**src/rtl/dcmac_0_axis_stat_snap_if.sv**
```systemverilog
// Register read port of the statistics snapshot stage.
// The master issues rd_en/rd_addr; the slave returns rd_vld/rd_data one cycle later.
interface dcmac_0_axis_stat_snap_if;
  logic        rd_en;
  logic [7:0]  rd_addr;
  logic        rd_vld;
  logic [31:0] rd_data;

  modport master (output rd_en, output rd_addr, input rd_vld, input rd_data);
  modport slave  (input rd_en, input rd_addr, output rd_vld, output rd_data);
endinterface

```
**src/rtl/dcmac_0_axis_stat_snap.sv**
```systemverilog
// Per-port statistics snapshot: latches monitor counters on request, keeps deltas and sticky lock-loss.
// Define DCMAC_0_STAT_SNAP_CLEAR_EN to add a CLEAR state that pulses the monitor counter clears.
module dcmac_0_axis_stat_snap #(
  parameter int NUM_PORTS = 6
) (
  input  logic                       clk,
  input  logic                       rst_n,
  input  logic [NUM_PORTS-1:0][63:0] i_pkt_cnt,
  input  logic [NUM_PORTS-1:0][63:0] i_byte_cnt,
  input  logic [NUM_PORTS-1:0][31:0] i_prbs_err_cnt,
  input  logic [NUM_PORTS-1:0]       i_prbs_locked,
  input  logic [NUM_PORTS-1:0]       i_snap_req,
  output logic [NUM_PORTS-1:0]       o_clear_counters,
  output logic [NUM_PORTS-1:0]       o_snap_done,
  output logic                       o_busy,
  output logic [NUM_PORTS-1:0]       o_lock_lost,
  dcmac_0_axis_stat_snap_if.slave    rd
);

  localparam int PW = (NUM_PORTS > 1) ? $clog2(NUM_PORTS) : 1;

  typedef enum logic [1:0] {
    S_IDLE    = 2'd0,
    S_CAPTURE = 2'd1,
`ifdef DCMAC_0_STAT_SNAP_CLEAR_EN
    S_CLEAR   = 2'd2,
`endif
    S_DONE    = 2'd3
  } state_t;

  state_t               state_q;
  logic [PW-1:0]        cur_q;
  logic [PW-1:0]        last_q;
  logic [PW-1:0]        sel;
  logic [PW-1:0]        idx;
  logic                 sel_vld;
  logic [NUM_PORTS-1:0] pend_q;
  logic [NUM_PORTS-1:0] pend_nxt;
  logic [NUM_PORTS-1:0] enter_oh;
  logic [NUM_PORTS-1:0] cur_oh;
  logic [NUM_PORTS-1:0] cap_oh;
  logic [NUM_PORTS-1:0] locked_q;
  logic [NUM_PORTS-1:0] lock_fall;
  logic                 busy_nxt;

  logic [63:0]          pkt_sh    [NUM_PORTS];
  logic [63:0]          byte_sh   [NUM_PORTS];
  logic [31:0]          err_sh    [NUM_PORTS];
  logic [63:0]          dpkt_sh   [NUM_PORTS];
  logic [63:0]          dbyte_sh  [NUM_PORTS];
  logic [63:0]          prev_pkt  [NUM_PORTS];
  logic [63:0]          prev_byte [NUM_PORTS];
  logic [15:0]          snap_cnt  [NUM_PORTS];
  logic [NUM_PORTS-1:0] lock_sh;

  logic                 rd_port_ok;
  logic [PW-1:0]        rd_idx;
  logic [31:0]          rd_word;

  // Round-robin pick: the pending port nearest after the last-served one wins.
  always_comb begin
    sel     = last_q;
    sel_vld = 1'b0;
    idx     = '0;
    for (int k = NUM_PORTS; k >= 1; k--) begin
      idx = PW'((int'(last_q) + k) % NUM_PORTS);
      if (pend_q[idx]) begin
        sel     = idx;
        sel_vld = 1'b1;
      end
    end
  end

  assign cur_oh    = NUM_PORTS'(1) << cur_q;
  assign enter_oh  = (state_q == S_IDLE && sel_vld) ? (NUM_PORTS'(1) << sel) : '0;
  assign cap_oh    = (state_q == S_CAPTURE) ? cur_oh : '0;
  assign pend_nxt  = (pend_q & ~enter_oh) | i_snap_req;
  assign lock_fall = locked_q & ~i_prbs_locked;
  assign busy_nxt  = (|pend_nxt) || !(state_q == S_DONE || (state_q == S_IDLE && !sel_vld));

`ifdef DCMAC_0_STAT_SNAP_CLEAR_EN
  logic [NUM_PORTS-1:0] clr_q;
  assign o_clear_counters = clr_q;
`else
  assign o_clear_counters = '0;
`endif

  always_ff @(posedge clk or negedge rst_n) begin
    if (!rst_n) begin
      state_q     <= S_IDLE;
      cur_q       <= '0;
      last_q      <= PW'(NUM_PORTS - 1);
      pend_q      <= '0;
      locked_q    <= '0;
      lock_sh     <= '0;
      o_lock_lost <= '0;
      o_snap_done <= '0;
      o_busy      <= 1'b0;
`ifdef DCMAC_0_STAT_SNAP_CLEAR_EN
      clr_q       <= '0;
`endif
      for (int i = 0; i < NUM_PORTS; i++) begin
        pkt_sh[i]    <= '0;
        byte_sh[i]   <= '0;
        err_sh[i]    <= '0;
        dpkt_sh[i]   <= '0;
        dbyte_sh[i]  <= '0;
        prev_pkt[i]  <= '0;
        prev_byte[i] <= '0;
        snap_cnt[i]  <= '0;
      end
    end else begin
      o_snap_done <= '0;
`ifdef DCMAC_0_STAT_SNAP_CLEAR_EN
      clr_q       <= '0;
`endif
      pend_q      <= pend_nxt;
      locked_q    <= i_prbs_locked;
      // A falling edge in the capture cycle must survive the capture-time clear.
      o_lock_lost <= (o_lock_lost & ~cap_oh) | lock_fall;
      o_busy      <= busy_nxt;

      case (state_q)
        S_IDLE: begin
          if (sel_vld) begin
            state_q <= S_CAPTURE;
            cur_q   <= sel;
            last_q  <= sel;
          end
        end
        S_CAPTURE: begin
          pkt_sh[cur_q]    <= i_pkt_cnt[cur_q];
          byte_sh[cur_q]   <= i_byte_cnt[cur_q];
          err_sh[cur_q]    <= i_prbs_err_cnt[cur_q];
          lock_sh[cur_q]   <= i_prbs_locked[cur_q];
          dpkt_sh[cur_q]   <= i_pkt_cnt[cur_q] - prev_pkt[cur_q];
          dbyte_sh[cur_q]  <= i_byte_cnt[cur_q] - prev_byte[cur_q];
          prev_pkt[cur_q]  <= i_pkt_cnt[cur_q];
          prev_byte[cur_q] <= i_byte_cnt[cur_q];
          snap_cnt[cur_q]  <= snap_cnt[cur_q] + 16'd1;
`ifdef DCMAC_0_STAT_SNAP_CLEAR_EN
          state_q          <= S_CLEAR;
          clr_q            <= cur_oh;
`else
          state_q          <= S_DONE;
          o_snap_done      <= cur_oh;
`endif
        end
`ifdef DCMAC_0_STAT_SNAP_CLEAR_EN
        S_CLEAR: begin
          // The monitor restarts from zero, so the next delta is measured from zero.
          prev_pkt[cur_q]  <= '0;
          prev_byte[cur_q] <= '0;
          state_q          <= S_DONE;
          o_snap_done      <= cur_oh;
        end
`endif
        S_DONE: begin
          state_q <= S_IDLE;
        end
        default: begin
          state_q <= S_IDLE;
        end
      endcase
    end
  end

  assign rd_port_ok = (rd.rd_addr[7:4] < 4'(NUM_PORTS));
  assign rd_idx     = rd.rd_addr[4 +: PW];

  always_comb begin
    rd_word = '0;
    if (rd_port_ok) begin
      case (rd.rd_addr[3:0])
        4'd0:    rd_word = pkt_sh[rd_idx][31:0];
        4'd1:    rd_word = pkt_sh[rd_idx][63:32];
        4'd2:    rd_word = byte_sh[rd_idx][31:0];
        4'd3:    rd_word = byte_sh[rd_idx][63:32];
        4'd4:    rd_word = err_sh[rd_idx];
        4'd5:    rd_word = dpkt_sh[rd_idx][31:0];
        4'd6:    rd_word = dpkt_sh[rd_idx][63:32];
        4'd7:    rd_word = dbyte_sh[rd_idx][31:0];
        4'd8:    rd_word = dbyte_sh[rd_idx][63:32];
        4'd9:    rd_word = {snap_cnt[rd_idx], 14'd0, o_lock_lost[rd_idx], lock_sh[rd_idx]};
        default: rd_word = '0;
      endcase
    end
  end

  // Reads sample the shadows before this edge's capture lands, so they see pre-capture data.
  always_ff @(posedge clk or negedge rst_n) begin
    if (!rst_n) begin
      rd.rd_vld  <= 1'b0;
      rd.rd_data <= '0;
    end else begin
      rd.rd_vld <= rd.rd_en;
      if (rd.rd_en) begin
        rd.rd_data <= rd_word;
      end
    end
  end

endmodule

```
**src/flat_wrapper.sv**
```systemverilog
// flat-port wrapper written by rule: the top's interface ports become plain ports
module dcmac_0_axis_stat_snap_flat 
#(
  parameter int NUM_PORTS = 6
)
  (clk, rst_n, i_pkt_cnt, i_byte_cnt, i_prbs_err_cnt, i_prbs_locked, i_snap_req, o_clear_counters, o_snap_done, o_busy, o_lock_lost, rd_rd_en, rd_rd_addr, rd_rd_vld, rd_rd_data);
  dcmac_0_axis_stat_snap_if rd_i ();
  input  logic clk;
  input  logic rst_n;
  input  logic [NUM_PORTS-1:0][63:0] i_pkt_cnt;
  input  logic [NUM_PORTS-1:0][63:0] i_byte_cnt;
  input  logic [NUM_PORTS-1:0][31:0] i_prbs_err_cnt;
  input  logic [NUM_PORTS-1:0] i_prbs_locked;
  input  logic [NUM_PORTS-1:0] i_snap_req;
  output logic [NUM_PORTS-1:0] o_clear_counters;
  output logic [NUM_PORTS-1:0] o_snap_done;
  output logic o_busy;
  output logic [NUM_PORTS-1:0] o_lock_lost;
  input wire logic [$bits(rd_i.rd_en)-1:0] rd_rd_en;
  input wire logic [$bits(rd_i.rd_addr)-1:0] rd_rd_addr;
  output wire logic [$bits(rd_i.rd_vld)-1:0] rd_rd_vld;
  output wire logic [$bits(rd_i.rd_data)-1:0] rd_rd_data;
  assign rd_i.rd_en = rd_rd_en;
  assign rd_i.rd_addr = rd_rd_addr;
  assign rd_rd_vld = rd_i.rd_vld;
  assign rd_rd_data = rd_i.rd_data;
  dcmac_0_axis_stat_snap #(.NUM_PORTS(NUM_PORTS)) u_core (.clk(clk), .rst_n(rst_n), .i_pkt_cnt(i_pkt_cnt), .i_byte_cnt(i_byte_cnt), .i_prbs_err_cnt(i_prbs_err_cnt), .i_prbs_locked(i_prbs_locked), .i_snap_req(i_snap_req), .o_clear_counters(o_clear_counters), .o_snap_done(o_snap_done), .o_busy(o_busy), .o_lock_lost(o_lock_lost), .rd(rd_i));
endmodule
```
**config.mk**
```make
export PLATFORM = sky130hd
export DESIGN_NAME = dcmac_0_axis_stat_snap_flat
export DESIGN_NICKNAME = d
export VERILOG_FILES = /design/src/rtl/dcmac_0_axis_stat_snap_if.sv /design/src/rtl/dcmac_0_axis_stat_snap.sv /design/src/flat_wrapper.sv
export SDC_FILE = /design/constraint.sdc
export NUM_CORES = 2
export LEC_CHECK = 0
export CELL_PAD_IN_SITES_DETAIL_PLACEMENT = 0
export CELL_PAD_IN_SITES_GLOBAL_PLACEMENT = 1
export CORE_AREA = 2 2 378 568
export DETAILED_ROUTE_END_ITERATION = 10
export DIE_AREA = 0 0 380 570
export DONT_BUFFER_PORTS = 1
export HOLD_SLACK_MARGIN = 0.05
export PLACE_DENSITY = 0.86
export SLEW_MARGIN = 20
export SYNTH_ARGS = -nofsm -noshare
export SYNTH_HDL_FRONTEND = slang
export SYNTH_SLANG_ARGS = --single-unit
export TNS_END_PERCENT = 30
```
**constraint.sdc**
```tcl
create_clock -name clk -period 8.1 [get_ports clk]
set_clock_uncertainty 0.2 [all_clocks]
set_input_delay 1.215 -clock clk [delete_from_list [all_inputs] [get_ports clk]]
set_output_delay 1.215 -clock clk [all_outputs]
set_load 0.01 [all_outputs]
```
==> metrics.md <==
| Metric | Value |
|---|---|
| Top fanout value on the critical path | 80 |
| Final-report max-slew violation count | 0 |
| Fin crit share | 0.8308 |
| Critical path endpoint category | flip-flop |
| M1 GR Usage | 0.4097 |
| Largest net degree at the start of global routing | about 610 |
| Cells resized by post-CTS repair | 0 |
| Clk buf depth | 4 |
| DRT Pass-1 Iters | 6 |
| Flops & latches, synth | 1,895 |
| Netlist cell types | around 100 |
| Ports | 1,035 |
| HPWL after DPL | 256.6 mm |
| EDFF count, synth | 0 |
| Outcome | completed |
| RSZ-0062 raised after global routing | no |
| Most frequent cells after synthesis | nand2_1, dfrtp_1, o21ai_0 |
| Hold Violations, Final | 0 |
| Row cnt | between 200 and 250 |
| Min Tclk post-route | 6.730 ns |
| Gpl congestion | 1.444 |
| Overall routed net length | 384.5 mm |
| Reg clk slew, reported paths | 0.07 ns |
| Chip Height | 570 um |
| Fmax | 148.6 MHz |
| GR Util All Layers | 0.3500 |
| Critical path startpoint category | flip-flop |
| Synth top area share | 0.4496 |
| Clock sink total | 1,895 |
| Crit-path cells | inv_8, buf_4, a21oi_1, inv_1, ha_1, a211oi_1, nor2_1, nor4_4, a211oi_1, o311ai_1, a31oi_1, nor2_1, a21oi_1, a21o_1, xnor2_1, o21ai_0 |
| Hold Path Class | in2reg |
| Final Util | 0.5398 |
| Vias in the first global route | 83,830 |
| Clock root buffer | clkbuf_16 |
| Crit path DAT | 7.19 ns |
| Mapped Cells | 10,830 |
| CP required | 8.56 ns |
| Synth area leader | dfrtp_1 |
| Max VDD drop | 411.0 uV |
| Max transition margin | 0.1023 |
| Max_cap viols | 0 |
| DRC | 0 |
| Layout cells sized above 1 | 0.1204 |
| Core Area | 211,300 um^2 |
| PwrDens | 545.4 nW/um^2 |
| Most Used Layer, Global Route | met2 |
| Setup TNS Final | 0 ns |
| Initial antenna violation count | 131 |
| Hold WS | between 0.15 and 0.2 ns |
| Layout area overhead | 8.270% |
| Syn Area/Cell | 9.732 um^2 |
| Input/output buffers | 0 |
| Total power | approximately 62 mW |
| Die area | 216,600 um^2 |
| Vias per std cell | 6.350 |
| CTS tree | yes |
| Die width | 380 um |
| Count leader, synth | nand2_1 |
| Via count | 85,100 |
| # setup viols final | 0 |
| Total CTS buffers | 189 |
| Aggregate global routing overflow | 0 |
| Crit path largest cell delay | approximately 0.9 ns |
| Kind of critical path | reg2reg |
| Antenna violation net count after detailed routing | 0 |
| Nets | between 10,000 and 15,000 |
| Met3 Track Usage GR | 0.08245 |
| Synth area leaders | dfrtp_1, mux4_2, nand2_1 |
| Async set or reset register ratio after synthesis | 1.000 |
| H-tree levels | 4 |
| Met2 usage | 0.5453 |
| Clk_lat worst skew | 0.88 ns |
| WL per Instance | ~29 um |
| Post-synth top flop | dfrtp_1 |
| Seq/Total Area, Yosys | 0.4501 |
| Ys Warns | 0 |
| Iter 0 DRT Violations | 8,716 |
| Measured slew at the worst slew-check pin | approximately 1.3 ns |
| First-pass GRT wire length | 563.7 mm |
| CP max-delay cell | dfrtp_1 |
| Initial Util | 0.4986 |
| Cell Area, Synth | around 110,000 um^2 |
| Leak Pwr | 51.55 nW |
-- where the power goes --
group          total [mW]  internal (mW)  switching [mW]
Clock                9.04           5.14            3.90
Combinational        36.3           12.2            24.2
Sequential           16.9           14.0            2.88
-- final cells by class --
cell class,instances,area (um^2)
fillers,18760,97260
multi-input cells,7584,52840
flip-flops and latches,1895,47430
clock buffers,264,5424
well taps,2821,3530
inverters,525,1997
repair buffers,155,1859
clock inverters,64,775.7
diodes,94,235.2
-- path summary, 6_finish.rpt --
path,from,endpoint,slack [ns],cells after the start
max in group asynchronous,rst_n,u_core.dpkt_sh[117],4.77,5
worst max register to register,u_core.cur_q[2],u_core.dpkt_sh[125],1.37,16
min in group asynchronous,rst_n,u_core.prev_byte[377],0.72,2
worst min register to register,u_core.dbyte_sh[195],u_core.dbyte_sh[195],0.27,2
worst max-delay path,u_core.cur_q[2],u_core.dpkt_sh[125],1.37,16
worst min-delay path,i_prbs_locked[0],u_core.locked_q[0],0.17,0
-- critical path, delay by kind of cell (launching register included) --
kind	cells	cell delay (ns)
buffers and inverters	3	1.09
XOR/XNOR	1	0.41
adder cells (fa/ha/maj)	1	0.32
AO/OA/AOI/OAI	8	2.67
AND/OR/NAND/NOR	3	0.78
flip-flops	1	0.90
-- flip-flops by register name, indices dropped and copies added, names as in the netlist --
register,flops
u_core.cur_q,2
u_core.o_snap_done,6
u_core.lock_sh,6
u_core.rd.rd_vld,1
u_core.dbyte_sh,384
u_core.o_lock_lost,6
u_core.last_q,3
u_core.pkt_sh,6
u_core.dpkt_sh,384
u_core.byte_sh,6
u_core.prev_byte,378
u_core.pend_q,6
u_core.state_q,2
u_core.o_busy,1
u_core.err_sh,192
u_core.prev_pkt,378
u_core.snap_cnt,96
u_core.rd.rd_data,32
u_core.locked_q,6
-- layout by cell type, fill, tap and decap left out, types with 37 or more instances in the layout --
master | synthesis | final
nand4_1 | 49 | 49
clkbuf_16 | 0 | 191
a21oi_1 | 638 | 637
mux2i_1 | 622 | 622
buf_4 | 8 | 104
o21ai_0 | 1263 | 1263
mux4_2 | 611 | 611
dfrtp_1 | 1893 | 1891
o22ai_1 | 330 | 328
a22o_1 | 46 | 46
nor2_1 | 573 | 571
a221oi_1 | 38 | 38
xnor2_1 | 75 | 74
ha_1 | 141 | 141
mux2_2 | 130 | 130
clkbuf_8 | 0 | 37
xor2_1 | 51 | 51
nand2_1 | 2412 | 2411
a22oi_1 | 72 | 72
diode_2 | 0 | 94
buf_12 | 0 | 41
a21o_1 | 75 | 75
nand3_1 | 52 | 48
inv_1 | 516 | 515
-- routing by layer --
layer,up-vias,share of wire
li1,37120,-
met4,22,0.10
met2,4421,0.46
met5,-,0.00040
met3,1094,0.092
met1,42440,0.35
-- per-stage QoR --
stage / cell area (um^2) / instances / worst slack (ns)
after global placement: 107400 / 12970 / 1.541
after CTS: 113600 / 13300 / 1.526
final: 114100 / 13400 / 1.370
after detailed placement: 107400 / 12970 / 1.517
after floorplan: 105400 / 10830 / 2.283
after global routing: 114100 / 13390 / 0.9904
-- repair_timing --
action / CTS / global route
hold buffers: 1 / 0
hold endpoints to repair: 1 / 0
endpoints found under the setup margin: 0 / 0
buffers inserted: 0 / 0
-- cells by family after synthesis --
family / synth area share
fa+ha+maj: 0.01712
flops: 0.4501
other cells: 0.00003559
simple gates: 0.1239
compound gates: 0.1440
xor+xnor: 0.01104
buf+inv: 0.05017
mux: 0.2037
Power figures use the tool's default switching activity.
